**src/rtl/uart_tx_arbiter.sv**
```systemverilog
// Round-robin arbiter that feeds one byte at a time from four requesters to a single
// UART transmitter, with a per-byte completion timeout.
module uart_tx_arbiter #(
    parameter int clk_freq   = 1000000,
    parameter int baud_rate  = 9600,
    parameter int tx_timeout = 2 * 10 * clk_freq / baud_rate
) (
    input  logic        clk,
    input  logic        rst,
    input  logic [3:0]  req,
    input  logic [31:0] din,
    output logic [3:0]  gnt,
    output logic [3:0]  done,
    output logic        newd,
    output logic [7:0]  dintx,
    input  logic        donetx,
    output logic        busy,
    output logic        err,
    output logic [1:0]  err_id
);
    localparam int cnt_w = $clog2(tx_timeout + 1);
    localparam logic [cnt_w-1:0] timeout_c = cnt_w'(tx_timeout);

    typedef enum logic [1:0] {
        ST_IDLE   = 2'd0,
        ST_LAUNCH = 2'd1,
        ST_WAIT   = 2'd2,
        ST_DONE   = 2'd3
    } state_t;

    state_t           state_r, next_state_s;
    logic [1:0]       ptr_r, ptr_s;
    logic [1:0]       gidx_r, gidx_s;
    logic [3:0]       gnt_r, gnt_s;
    logic [3:0]       done_r, done_s;
    logic             newd_r, newd_s;
    logic [7:0]       dintx_r, dintx_s;
    logic             busy_r, busy_s;
    logic             err_r, err_s;
    logic [1:0]       err_id_r, err_id_s;
    logic [cnt_w-1:0] cnt_r, cnt_s;
    logic             pick_vld_s;
    logic [1:0]       pick_idx_s;

    // First asserted requester at or after p, wrapping mod 4; result is {valid, index}.
    function automatic logic [2:0] rr_pick(input logic [3:0] r, input logic [1:0] p);
        logic [2:0] res;
        logic [1:0] cand;
        res = 3'b000;
        for (int i = 3; i >= 0; i--) begin
            cand = p + 2'(i);
            if (r[cand]) begin
                res = {1'b1, cand};
            end else begin
                res = res;
            end
        end
        return res;
    endfunction

    // Arbitration candidate for the current pointer.
    always_comb begin
        {pick_vld_s, pick_idx_s} = rr_pick(req, ptr_r);
    end

    // State register.
    always_ff @(posedge clk or negedge rst) begin
        if (!rst) begin
            state_r <= ST_IDLE;
        end else begin
            state_r <= next_state_s;
        end
    end

    // Next-state logic; a completion on the timeout cycle wins over the timeout.
    always_comb begin
        next_state_s = state_r;
        case (state_r)
            ST_IDLE:   next_state_s = pick_vld_s ? ST_LAUNCH : ST_IDLE;
            ST_LAUNCH: next_state_s = ST_WAIT;
            ST_WAIT: begin
                if (donetx) begin
                    next_state_s = ST_DONE;
                end else if (cnt_r == timeout_c) begin
                    next_state_s = ST_IDLE;
                end else begin
                    next_state_s = ST_WAIT;
                end
            end
            ST_DONE:   next_state_s = ST_IDLE;
            default:   next_state_s = ST_IDLE;
        endcase
    end

    // Next values of the registered outputs and datapath.
    always_comb begin
        ptr_s    = ptr_r;
        gidx_s   = gidx_r;
        gnt_s    = gnt_r;
        done_s   = 4'b0000;
        newd_s   = 1'b0;
        dintx_s  = dintx_r;
        err_s    = 1'b0;
        err_id_s = err_id_r;
        cnt_s    = cnt_r;
        busy_s   = (next_state_s != ST_IDLE);
        case (state_r)
            ST_IDLE: begin
                if (pick_vld_s) begin
                    gidx_s  = pick_idx_s;
                    gnt_s   = 4'b0001 << pick_idx_s;
                    dintx_s = din[{pick_idx_s, 3'b000} +: 8];
                end else begin
                    gnt_s = 4'b0000;
                end
            end
            ST_LAUNCH: begin
                newd_s = 1'b1;
                cnt_s  = '0;
            end
            ST_WAIT: begin
                if (donetx) begin
                    done_s = gnt_r;
                end else if (cnt_r == timeout_c) begin
                    err_s    = 1'b1;
                    err_id_s = gidx_r;
                    gnt_s    = 4'b0000;
                    ptr_s    = gidx_r + 2'd1;
                end else begin
                    cnt_s = cnt_r + cnt_w'(1);
                end
            end
            ST_DONE: begin
                gnt_s = 4'b0000;
                ptr_s = gidx_r + 2'd1;
            end
            default: begin
                gnt_s = 4'b0000;
            end
        endcase
    end

    // Datapath and output registers.
    always_ff @(posedge clk or negedge rst) begin
        if (!rst) begin
            ptr_r    <= 2'd0;
            gidx_r   <= 2'd0;
            gnt_r    <= 4'b0000;
            done_r   <= 4'b0000;
            newd_r   <= 1'b0;
            dintx_r  <= 8'h00;
            busy_r   <= 1'b0;
            err_r    <= 1'b0;
            err_id_r <= 2'd0;
            cnt_r    <= '0;
        end else begin
            ptr_r    <= ptr_s;
            gidx_r   <= gidx_s;
            gnt_r    <= gnt_s;
            done_r   <= done_s;
            newd_r   <= newd_s;
            dintx_r  <= dintx_s;
            busy_r   <= busy_s;
            err_r    <= err_s;
            err_id_r <= err_id_s;
            cnt_r    <= cnt_s;
        end
    end

    assign gnt    = gnt_r;
    assign done   = done_r;
    assign newd   = newd_r;
    assign dintx  = dintx_r;
    assign busy   = busy_r;
    assign err    = err_r;
    assign err_id = err_id_r;
endmodule

```
**config.mk**
```make
export PLATFORM = sky130hd
export DESIGN_NAME = uart_tx_arbiter
export DESIGN_NICKNAME = d
export VERILOG_FILES = /design/src/rtl/uart_tx_arbiter.sv
export SDC_FILE = /design/constraint.sdc
export NUM_CORES = 1
export LEC_CHECK = 0
export ABC_AREA = 1
export BUFFER_PORTS_ARGS = -buffer_cell sky130_fd_sc_hd__buf_2
export CORE_UTILIZATION = 40
export CTS_BUF_LIST = sky130_fd_sc_hd__clkbuf_4
export DETAILED_ROUTE_END_ITERATION = 10
export PLACE_DENSITY = 0.71
export RECOVER_POWER = 100
export SLEW_MARGIN = 20
export SYNTH_ARGS = -nofsm -noshare
export SYNTH_HDL_FRONTEND = slang
export SYNTH_SLANG_ARGS = --single-unit
export TNS_END_PERCENT = 100
```
**constraint.sdc**
```tcl
create_clock -name clk -period 2.1 [get_ports clk]
set_clock_uncertainty 0.2 [all_clocks]
set_input_delay 0.42 -clock clk [delete_from_list [all_inputs] [get_ports clk]]
set_output_delay 0.42 -clock clk [all_outputs]
set_load 0.02 [all_outputs]
```
After elaboration in Yosys (flattened, before gate mapping)
Index checks and enable logic that the tools add are counted.
{"block": "totals", "input_bits": 39, "output_inout_bits": 21, "ff_bits": 39, "elab_cells": 72}
{"block": "op_classes", "n_bitwise": 1, "mux": 32, "add_sub_neg": 5, "shifts": 2, "n_lt_le_gt_ge": 4, "n_reduce_logical": 10, "eq_ne": 7}
{"op": "variable part select 32 x 6 -> 8 bit", "n": 1}
{"op": "two-way mux 12 bit", "n": 2}
{"op": "case mux 12 bit (2 select lines)", "n": 1}
{"op": "two-way mux 4 bit", "n": 5}
{"op": "adder 12 x 1 -> 12 bit, second input constant", "n": 1}
{"op": "equality test 12 bit, second input constant", "n": 1}
{"op": "< comparator 2 x 3 -> 1 bit, second input constant", "n": 4}
{"op": "two-way mux 3 bit", "n": 4}
{"op": "case mux 4 bit (3 select lines)", "n": 1}
{"op": "AND reduction 3 bit", "n": 4}
{"op": "two-way mux 1 bit", "n": 9}
{"op": "binary-select mux 1 bit (select 2 bit)", "n": 4}
{"op": "two-way mux 2 bit", "n": 4}
{"op": "case mux 2 bit (4 select lines)", "n": 1}
{"op": "!= test 2 bit, second input constant", "n": 3}
{"op": "nonzero test 2 bit", "n": 3}
{"op": "adder 2 x 1 -> 2 bit, second input constant", "n": 2}
{"op": "adder 2 bit, second input constant", "n": 2}
{"op": "equality test 2 bit, second input constant", "n": 2}
{"op": "case mux 2 bit (2 select lines)", "n": 1}
{"op": "left shift 1 x 2 -> 4 bit, first input constant", "n": 1}
{"op": "nonzero test 3 bit", "n": 1}
{"op": "equality test 2 x 1 -> 1 bit, second input constant", "n": 1}
{"op": "logical NOT 2 bit", "n": 1}
{"op": "other kinds (2)", "n": 2}

Longest topological paths before layout
Gate-level depths: netlist of the first run.
{"block": "logic_depth", "ltp_word": 10, "ltp_mapped": 12, "mapped_depth_nobuf": 12}

Worst setup path before layout of the first run
No wires, ideal clock.
{"block": "synth_path", "kind": "register to register", "start": "register ptr_r[0]", "end": "register dintx_r[1] (netlist: dintx[1])", "slack_ns": 0.275, "synth_period_minus_slack_ns": 1.825, "setup_time_ns": 0.124, "t_arrival_ns": 1.501, "n_path_buf": 2, "path_stages_with_launch": 11, "cell_sequence": "dfrtp_1 > buf_6 > xnor2_1 > nand2_1 > nand3_2 > nand2_2 > nand2_4 > buf_2 > nand3b_1 > nand3_1 > nand3_1"}
{"block": "synth_via", "elab_chain_len": 8}
{"item": "start, declared", "line_no": "32", "source": "logic [1:0] ptr_r, ptr_s;"}
{"item": "start signal, assigned", "line_no": "157", "source": "ptr_r <= ptr_s;"}
{"item": "adder 2 bit", "line_no": "51", "source": "cand = p + 2'(i);"}
{"item": "binary-select mux 1 bit (select 2 bit)", "line_no": "52", "source": "if (r[cand]) begin"}
{"item": "two-way mux 1 bit (implied by the code)", "line_no": "52"}
{"item": "two-way mux 3 bit (3 in a row)", "line_no": "52"}
{"item": "two-way mux 3 bit *", "line_no": "52"}
{"item": "variable part select 32 x 6 -> 8 bit / AND reduction 2 bit (equally long branches)"}
{"item": "end signal, assigned", "line_no": "162", "source": "dintx_r <= dintx_s;"}
{"item": "end, declared", "line_no": "37", "source": "logic [7:0] dintx_r, dintx_s;"}
Every way passes the cells marked *; elsewhere a longest branch is shown, timed or not. The select of a mux whose other input is x is not followed.
A chain may end at the register's enable or synchronous reset.

Worst setup path in the final report of the first run
{"block": "layout_path", "start": "register ptr_r[0]", "end": "register dintx_r[2] (netlist: dintx[2])"}
Same word-level chain as after synthesis.

==> impl_metrics.csv, run 1 <==
group,metric,value,unit
worst_setup_path,crit_chain,"clkbuf_4 -> o21ai_4 -> nor2_1 -> nor2_2 -> nand3_4 -> buf_12 -> nand3_1 -> nand2_1 -> nand3_1 -> nand3_1",
worst_setup_path,setup.worst_path.end_class,"flip-flop",
final_layout,fin_area,0.00283,mm2
sta,fin_crit,1.99,ns
routing,wire_per_inst,11.2,um
synth,synth_seq_cells,39,
placement,dp_hpwl,3.78,mm
worst_setup_path,arrival,2.02,ns
synth,ys_types,30,
synth,synth_mux_area_frac,0,
worst_setup_path,critPathMaxStageDelay,0.44,ns
global_routing,antenna_found_initial,0,
clock_tree,clockBufferDepth,2,
clock_tree,cts_sinks,39,
die,die-area,0.00603,mm2
placement,portBuffers,59,
final_layout,final_nets,423,
final_layout,insertedDiodeCount,0,
synth,synthCells,309,
clock_tree,cts_tree,"built",
routing,drtPass1Iterations,4,
die,start_util,0.416,
final_layout,final_common_cell,"nand2_1",
pwr,vdd_ir_drop_max,0.598,mV
sta,worst_pin_slew,0.938,ns
synth,synth_nets,349,
worst_setup_path,crit_required,2.13,ns
sta,slew_headroom,0.375,
die,rows,27,
die,die_w,77.6,um
job,cap_violations,0,
pwr,p_per_area,1400,mW/mm2
pwr,p_sw,2.01,mW
routing,vias,2196,
pwr,pwr-share-seq,0.280,
synth,synthAdderAreaFrac,0.00547,
pwr,switching_share,0.506,
sta,hold_ws,0.100,ns
clock_tree,clockRootBuffer,"clkbuf_4",
synth,yosysWarnings,0,
synth,yosys.area_share.simple,0.401,
pwr,combPwrFrac,0.624,
worst_setup_path,cp_max_fo,18,
clock_tree,htree_num_levels,2,
sta,setup_viol,0,
die,ioPinCount,60,
final_layout,area_delta_synth_final,23.6,%
clock_tree,numCtsBuffers,5,
global_routing,overflow,0,
placement,gp_congestion,0.843,
global_routing,grt_max_degree,40,
clock_tree,path_clk_slew,0.11,ns
worst_setup_path,path_class,"reg2reg",
global_routing,grt_pass1_vias,2056,
sta,fmax,501,MHz
die,die_h,77.6,um
synth,synth-seq-area-share,0.426,
worst_setup_path,timing.critical_path.mode_cell,"nand3_1",
placement,placed_area,0.00272,mm2
routing,drt_iter0_markers,124,
synth,avgSynthCellArea,7.41,um2
min_path,holdCritPathClass,"in2reg",
placement,post-place-ws,-0.0126,ns
routing,wirelength,5.12,mm
pwr,power.internal,1.95,mW
final_layout,drive_gt1_frac,0.208,
routing,antenna_left,0,
pwr,leakage,1.42,nW
sta,setup_slack,0.106,ns
synth,synth_compound_area_frac,0.0470,
synth,synth-xor-area-share,0.0421,
synth,synth_top_family_by_area,"simple AND/OR/NAND/NOR gates",
final_layout,mostFrequentLayoutCells,"nand2_1, nand3_1, dfrtp_1, buf_2, inv_1",
die,core,0.00551,mm2
pwr,power_frac_clock,0.096,
sta,slew_viol_final,0,
status,status,"finished, final reports clean",
final_layout,final_util,0.514,
sta,hold_viol,0,
global_routing,grt_pass1_wl,8.87,mm
worst_setup_path,crit_slowest_cell,"dfrtp_2",
routing,via_per_inst,4.82,
global_routing,grt.total_usage,0.181,
worst_setup_path,start_kind,"flip-flop",
clock_tree,worstSkewPairLatency,0.35,ns
routing,drc,0,
pwr,total_power,3.96,mW
sta,finalCritPeriodShare,0.950,
synth,syn_area,0.00229,mm2
## cell usage after synthesis
cell / count / share of area
a21boi_1: 1 / 0.0033
a21oi_1: 1 / 0.0022
a21oi_2: 1 / 0.0038
buf_2: 5 / 0.011
buf_6: 2 / 0.0098
clkbuf_1: 1 / 0.0016
dfrtp_1: 39 / 0.43
ha_1: 1 / 0.0055
inv_1: 31 / 0.051
inv_2: 3 / 0.0049
nand2_1: 96 / 0.16
nand2_2: 6 / 0.016
nand2_4: 2 / 0.0098
nand3_1: 49 / 0.11
nand3_2: 2 / 0.0087
nand3_4: 1 / 0.0077
nand3b_1: 8 / 0.026
nand4_1: 1 / 0.0027
nor2_1: 25 / 0.041
nor2_2: 1 / 0.0027
nor3_1: 5 / 0.011
nor3_2: 1 / 0.0044
nor4_1: 2 / 0.0055
o21ai_0: 7 / 0.015
o21ai_1: 3 / 0.0066
o21ai_2: 2 / 0.0077
o22ai_1: 1 / 0.0027
o22ai_2: 1 / 0.0055
xnor2_1: 3 / 0.011
xor2_1: 8 / 0.031
## registers in the layout, summed over array words and instances, names as in the netlist, 2 cells and up
signal / count
err_id: 2
state_r: 2
dintx: 8
gidx_r: 2
done: 4
gnt: 4
cnt_r: 12
ptr_r: 2
## repair_timing
item / 4_1_cts / 5_1_grt
hold buffers: 1 / 0
setup endpoints to repair: 1 / 14
setup buffers: 0 / 3
gates resized for setup: 2 / 10
hold endpoints to repair: 39 / 0
gates cloned: 0 / 1
pin swaps: 0 / 1
## path summary, 6_finish.rpt
kind | slack, ns | endpoint | depth (start not counted) | startpoint
worst max-delay path | 0.11 | dintx[2]$_DFFE_PN0P_ | 10 | ptr_r[0]$_DFFE_PN0P_
worst min-delay path | 0.10 | done[3]$_DFF_PN0_ | 3 | donetx
worst max register to register | 0.11 | dintx[2]$_DFFE_PN0P_ | 10 | ptr_r[0]$_DFFE_PN0P_
worst min register to register | 0.31 | dintx[4]$_DFFE_PN0P_ | 2 | dintx[4]$_DFFE_PN0P_
max in group asynchronous | 0.45 | ptr_r[0]$_DFFE_PN0P_ | 3 | rst
min in group asynchronous | 0.61 | cnt_r[8]$_DFFE_PN0P_ | 3 | rst
## layer usage
layer  vias up  routed length (um)  track usage
met3         4                 303       0.0376
met2        63                2380        0.299
met4         0                  44       0.0434
li1       1137                   -            -
met1       992                2390        0.242
met5         -                   0            0
## metrics by stage
step           TNS, ns  instances
6_report             0        456
5_1_grt        -0.0148        456
4_1_cts              0        452
3_5_place_dp   -0.0126        443
3_3_place_gp         0        443
2_1_floorplan        0        309
## power groups by stage
stage	combinational, mW	sequential (mW)	clock [mW]
floorplan	1.57	1.24	0
global placement	2.27	1.13	0
detailed placement	2.31	1.13	0
CTS	2.34	1.12	0.396
global route	2.78	1.14	0.422
finish	2.47	1.11	0.381
## kinds of logic (layout without fill, tap and decap cells)
family          count (synthesis)  in the layout
xor+xnor                       11             11
simple gates                  199            199
compound gates                 17             17
buf+inv                        42            117
flops                          39             39
fa+ha+maj                       1              1
## final cells by class
type / count / area, um2
Tap cell: 72 / 90.1
Multi-Input combinational cell: 228 / 1180
Timing Repair Buffer: 74 / 390
Fill cell: 564 / 2680
Timing Repair inverter: 1 / 7.51
Clock buffer: 6 / 45.0
Sequential cell: 39 / 977
Inverter: 34 / 131
Clock inverter: 2 / 7.51
## worst max-delay path, delay by kind of cell (launching register included)
| kind | cells | cell delay, ns |
|---|---|---|
| AO/OA/AOI/OAI | 1 | 0.21 |
| buffers and inverters | 2 | 0.36 |
| flip-flops | 1 | 0.44 |
| AND/OR/NAND/NOR | 7 | 0.65 |
No activity file was read; power rests on OpenSTA's default activity.
==> inputs of run 2 (changes only) <==
Settings changed: CORE_ASPECT_RATIO from default to 1.1, CTS_BUF_LIST sky130_fd_sc_hd__clkbuf_4 to sky130_fd_sc_hd__clkbuf_8.
==> run 2 against run 1 <==
Worst setup slack lost 0.034 ns. Global-route usage is 0.82 points higher. Sequential cell count stayed put. Critical path type unchanged. Critical endpoint is now dintx[5]$_DFFE_PN0P_. Largest cell class unchanged. Largest power group unchanged.
==> impl_metrics.csv, run 2 (same netlist as run 1, synthesis figures left out) <==
group,metric,value,unit
pwr,p_per_area,1430,mW/mm2
global_routing,grt_use_met3,0.0459,
clock_tree,cts_tree,"built",
final_layout,stdcell_count,459,
final_layout,final_common_cell,"nand2_1",
clock_tree,clockRootBuffer,"clkbuf_8",
final_layout,final_nets,423,
sta,grt_setup_unrepaired,"true",
clock_tree,cts_sinks,39,
placement,portBuffers,59,
final_layout,drive_gt1_frac,0.214,
worst_setup_path,cp_max_fo,9,
die,die_h,81.3,um
die,start_util,0.421,
clock_tree,htree_num_levels,2,
worst_setup_path,reg2reg_depth,10,
global_routing,grt_pass1_wl,8.83,mm
placement,dp_hpwl,3.85,mm
global_routing,grt.total_usage,0.189,
clock_tree,path_clk_slew,0.08,ns
worst_setup_path,arrival,2.00,ns
sta,slew_viol_final,0,
sta,worst_pin_slew,0.967,ns
die,die_w,74.1,um
sta,fmax,493,MHz
global_routing,use_met2,0.332,
pwr,vdd_ir_drop_max,0.766,mV
routing,wire_per_inst,11.5,um
worst_setup_path,path_class,"reg2reg",
clock_tree,clockBufferDepth,2,
job,cap_violations,0,
sta,slew_headroom,0.356,
clock_tree,numCtsBuffers,5,
placement,gp_congestion,0.830,
worst_setup_path,ff2ff_setup_slack,0.07,ns
routing,wirelength,5.29,mm
sta,hold_viol,0,
clock_tree,worstSkewPairLatency,0.29,ns
die,ioPinCount,60,
routing,drtPass1Iterations,5,
global_routing,grt_pass1_vias,2081,
routing,antenna_left,0,
final_layout,mostFrequentLayoutCells,"nand2_1, nand3_1, dfrtp_1, buf_2, inv_1",
placement,placed_cells,445,
worst_setup_path,setup.worst_path.end_class,"flip-flop",
global_routing,gr-usage-met1,0.233,
sta,fin_crit,2.03,ns
final_layout,final_util,0.525,
status,status,"finished, final reports clean",
min_path,whs_path_depth,3,
routing,drc,0,
die,rows,28,
final_layout,regMostFlops,"cnt_r",
routing,via_per_inst,4.80,
sta,setup_viol,0,
global_routing,antenna_found_initial,0,
sta,timing.setup.tns,0,ns
final_layout,area_delta_synth_final,24.6,%
global_routing,globalRoute.busiestLayer,"met2",
pwr,leakage,1.44,nW
sta,finalCritPeriodShare,0.966,
routing,vias,2202,
worst_setup_path,crit_required,2.07,ns
worst_setup_path,start_kind,"flip-flop",
final_layout,fill_cells,554,
pwr,total_power,4.07,mW
min_path,holdCritPathClass,"in2reg",
final_layout,insertedDiodeCount,0,
global_routing,overflow,0,
global_routing,grt_max_degree,40,
die,die-area,0.00603,mm2
die,core,0.00543,mm2
final_layout,largest_reg_flops,12,
routing,drt_iter0_markers,88,
-- run 2: cell types whose count changed in the layout (fill, tap and decap cells not counted), sizes merged --
cell	before	now
clkinv	2	1
buf	49	50
clkbuf	30	28
inv	33	35
-- run 2: layer usage --
| layer | up-vias | share of wire |
|---|---|---|
| met2 | 71 | 0.48 |
| met1 | 992 | 0.46 |
| met3 | 4 | 0.055 |
| met4 | 0 | 0.0068 |
| li1 | 1135 | - |
| met5 | - | 0 |
-- run 2: cell type report --
cell class,instances,area (um2),area share
Timing Repair inverter,1,7.51,0.00263
Multi-Input combinational cell,228,1180,0.413
Inverter,34,131,0.0461
Sequential cell,39,977,0.343
Tap cell,75,93.8,0.0329
Clock inverter,3,12.5,0.00439
Clock buffer,5,68.8,0.0241
Timing Repair Buffer,74,382,0.134
-- run 2: critical path, cell delays in order, from the launching register on --
cell and delay (ns):
dfrtp_2 0.45, buf_4 0.18, o21ai_2 0.22, nand2_2 0.09, nand3_2 0.13, nand3_4 0.15
buf_4 0.21, nand3_1 0.08, nand2_1 0.06, nand3_1 0.08, nand3_1 0.07
-- run 2: power by group --
group	internal, mW	switching [mW]	leakage, nW
clock network	0.224	0.255	0.0505
registers	0.964	0.153	0.506
logic	0.839	1.63	0.884
total	2.03	2.04	1.44
-- run 2: path summary, 6_finish.rpt --
path | from | to
worst max-delay path | ptr_r[0]$_DFFE_PN0P_ | dintx[5]$_DFFE_PN0P_
worst min-delay path | donetx | done[3]$_DFF_PN0_
worst max register to register | ptr_r[0]$_DFFE_PN0P_ | dintx[5]$_DFFE_PN0P_
worst min register to register | dintx[6]$_DFFE_PN0P_ | dintx[6]$_DFFE_PN0P_
max in group asynchronous | rst | ptr_r[0]$_DFFE_PN0P_
min in group asynchronous | rst | done[1]$_DFF_PN0_
-- run 2: per-stage QoR --
| step | hold slack, ns | setup slack, ns | area [um2] |
|---|---|---|---|
| 6_report | 0.177 | 0.0720 | 2850 |
| 3_5_place_dp | 0.286 | 0.0121 | 2700 |
| 2_1_floorplan | -0.0756 | 0.275 | 2290 |
| 4_1_cts | 0.167 | 0.0154 | 2800 |
| 5_1_grt | 0.179 | -0.0190 | 2850 |
| 3_3_place_gp | 0.280 | 0.115 | 2700 |
-- run 2: repair_timing --
action	in CTS	in global routing
setup endpoints to repair	4	14
buffers inserted	0	4
hold buffers	1	0
endpoints found under the hold margin	12	0
resized for setup	1	14
cloned	0	1
pin swaps	0	3
==> inputs of run 3 (changes only) <==
Settings changed: CTS_CLUSTER_SIZE from default to 40, PLACE_DENSITY 0.71 to default.
==> run 3 against run 2 <==
Clock power rose by 53%. Non-clock buffer count up 5. Die area is the same. Largest power group unchanged.
==> impl_metrics.csv, run 3 (same netlist as run 1, synthesis figures left out) <==
group,metric,value,unit
pwr,leakage,1.49,nW
routing,wirelength,5.24,mm
clock_tree,cts_sinks,39,
clock_tree,numCtsBuffers,5,
min_path,holdCritPathClass,"in2reg",
global_routing,grt_max_degree,40,
final_layout,drive_gt1_frac,0.211,
worst_setup_path,setup.worst_path.end_class,"flip-flop",
clock_tree,cts_tree,"built",
global_routing,grt_pass1_vias,2022,
global_routing,antenna_found_initial,0,
die,start_util,0.421,
die,die-area,0.00603,mm2
job,cap_violations,0,
clock_tree,clockRootBuffer,"clkbuf_8",
worst_setup_path,start_kind,"flip-flop",
final_layout,insertedDiodeCount,0,
worst_setup_path,path_class,"reg2reg",
routing,antenna_left,0,
routing,wire_per_inst,11.3,um
final_layout,area_delta_synth_final,26.6,%
global_routing,grt_pass1_wl,8.85,mm
final_layout,final_nets,427,
global_routing,overflow,0,
sta,setup_viol,0,
sta,fmax,512,MHz
final_layout,mostFrequentLayoutCells,"nand2_1, nand3_1, dfrtp_1, buf_2, inv_1",
pwr,p_per_area,1480,mW/mm2
routing,via_per_inst,4.66,
sta,finalCritPeriodShare,0.930,
final_layout,fill_cells,543,
die,core,0.00543,mm2
sta,timing.setup.tns,0,ns
pwr,total_power,4.28,mW
pwr,vdd_ir_drop_max,0.598,mV
final_layout,final_common_cell,"nand2_1",
die,rows,28,
clock_tree,clockBufferDepth,2,
sta,slew_headroom,0.361,
final_layout,fin_area,0.00290,mm2
die,ioPinCount,60,
final_layout,regMostFlops,"cnt_r",
sta,worst_pin_slew,0.959,ns
placement,portBuffers,59,
die,die_h,81.3,um
placement,gp_congestion,0.815,
worst_setup_path,cp_max_fo,18,
status,status,"finished, final reports clean",
placement,placed_area,0.00278,mm2
routing,drc,0,
clock_tree,htree_num_levels,2,
sta,slew_viol_final,0,
clock_tree,path_clk_slew,0.08,ns
final_layout,largest_reg_flops,12,
sta,fin_crit,1.95,ns
routing,vias,2157,
placement,dp_hpwl,3.86,mm
worst_setup_path,crit_required,2.08,ns
worst_setup_path,arrival,1.93,ns
die,die_w,74.1,um
routing,drt_iter0_markers,120,
routing,drtPass1Iterations,5,
sta,hold_viol,0,
global_routing,grt.total_usage,0.192,
clock_tree,worstSkewPairLatency,0.29,ns
==> run 3: cell types whose count changed in the layout (fill, tap and decap cells not counted), sizes merged <==
cell and change:
clkinv -1, clkinvlp -2, buf +5, bufinv +2
==> run 3: path summary, 6_finish.rpt <==
| kind | start | to | slack (ns) | depth (start not counted) |
|---|---|---|---|---|
| max | ptr_r[0]$_DFFE_PN0P_ | dintx[6]$_DFFE_PN0P_ | 0.15 | 11 |
| min | donetx | done[3]$_DFF_PN0_ | 0.16 | 3 |
| max reg2reg | ptr_r[0]$_DFFE_PN0P_ | dintx[6]$_DFFE_PN0P_ | 0.15 | 11 |
| min reg2reg | dintx[5]$_DFFE_PN0P_ | dintx[5]$_DFFE_PN0P_ | 0.30 | 2 |
| max in group asynchronous | rst | ptr_r[0]$_DFFE_PN0P_ | 0.37 | 3 |
| min in group asynchronous | rst | err_id[0]$_DFFE_PN0P_ | 0.69 | 3 |
==> run 3: through the flow <==
stage | util | std cells | hold slack, ns | setup slack (ns)
after floorplan | - | 309 | -0.0756 | 0.275
after global placement | 0.512 | 452 | 0.291 | 0.120
after detailed placement | 0.512 | 452 | 0.287 | 0.0838
after CTS | 0.538 | 461 | 0.142 | 0.0695
after global routing | 0.534 | 463 | 0.146 | -0.0000264
final | 0.534 | 463 | 0.160 | 0.147
==> run 3: metal layers <==
| layer | GRT usage | wire length, um | up-vias |
|---|---|---|---|
| met2 | 0.299 | 2380 | 63 |
| li1 | - | - | 1139 |
| met4 | 0.0596 | 78 | 0 |
| met5 | 0 | 0 | - |
| met1 | 0.259 | 2550 | 945 |
| met3 | 0.0484 | 235 | 10 |
==> run 3: critical path: stages, from the launching register on <==
cell	delay [ns]
dfrtp_2	0.44
buf_4	0.17
xnor2_1	0.21
nand2_1	0.12
nand3_2	0.13
nand2_2	0.07
nand2_4	0.08
nand2_4	0.13
nand2_1	0.09
nand2_1	0.05
nand3_1	0.07
nand3_1	0.07
==> run 3: area by class of cell <==
| cell class | instances | area [um2] | share of cell area |
|---|---|---|---|
| inverter | 34 | 128 | 0.0440 |
| timing repair buffer | 79 | 440 | 0.152 |
| multi-input combinational | 228 | 1130 | 0.389 |
| sequential | 39 | 977 | 0.337 |
| tap | 75 | 93.8 | 0.0324 |
| clock inverter | 3 | 63.8 | 0.0220 |
| clock buffer | 5 | 68.8 | 0.0237 |
==> run 3: what timing repair did <==
| item | 4_1_cts | 5_1_grt |
|---|---|---|
| buffers inserted | 0 | 2 |
| resized for setup | 0 | 1 |
| endpoints found under the hold margin | 39 | 0 |
| endpoints found under the setup margin | 0 | 14 |
| hold buffers | 1 | 0 |
==> run 3: where the power goes <==
part	switching, mW	internal, mW
Combinational	1.54	0.899
Sequential	0.151	0.964
Clock	0.265	0.470
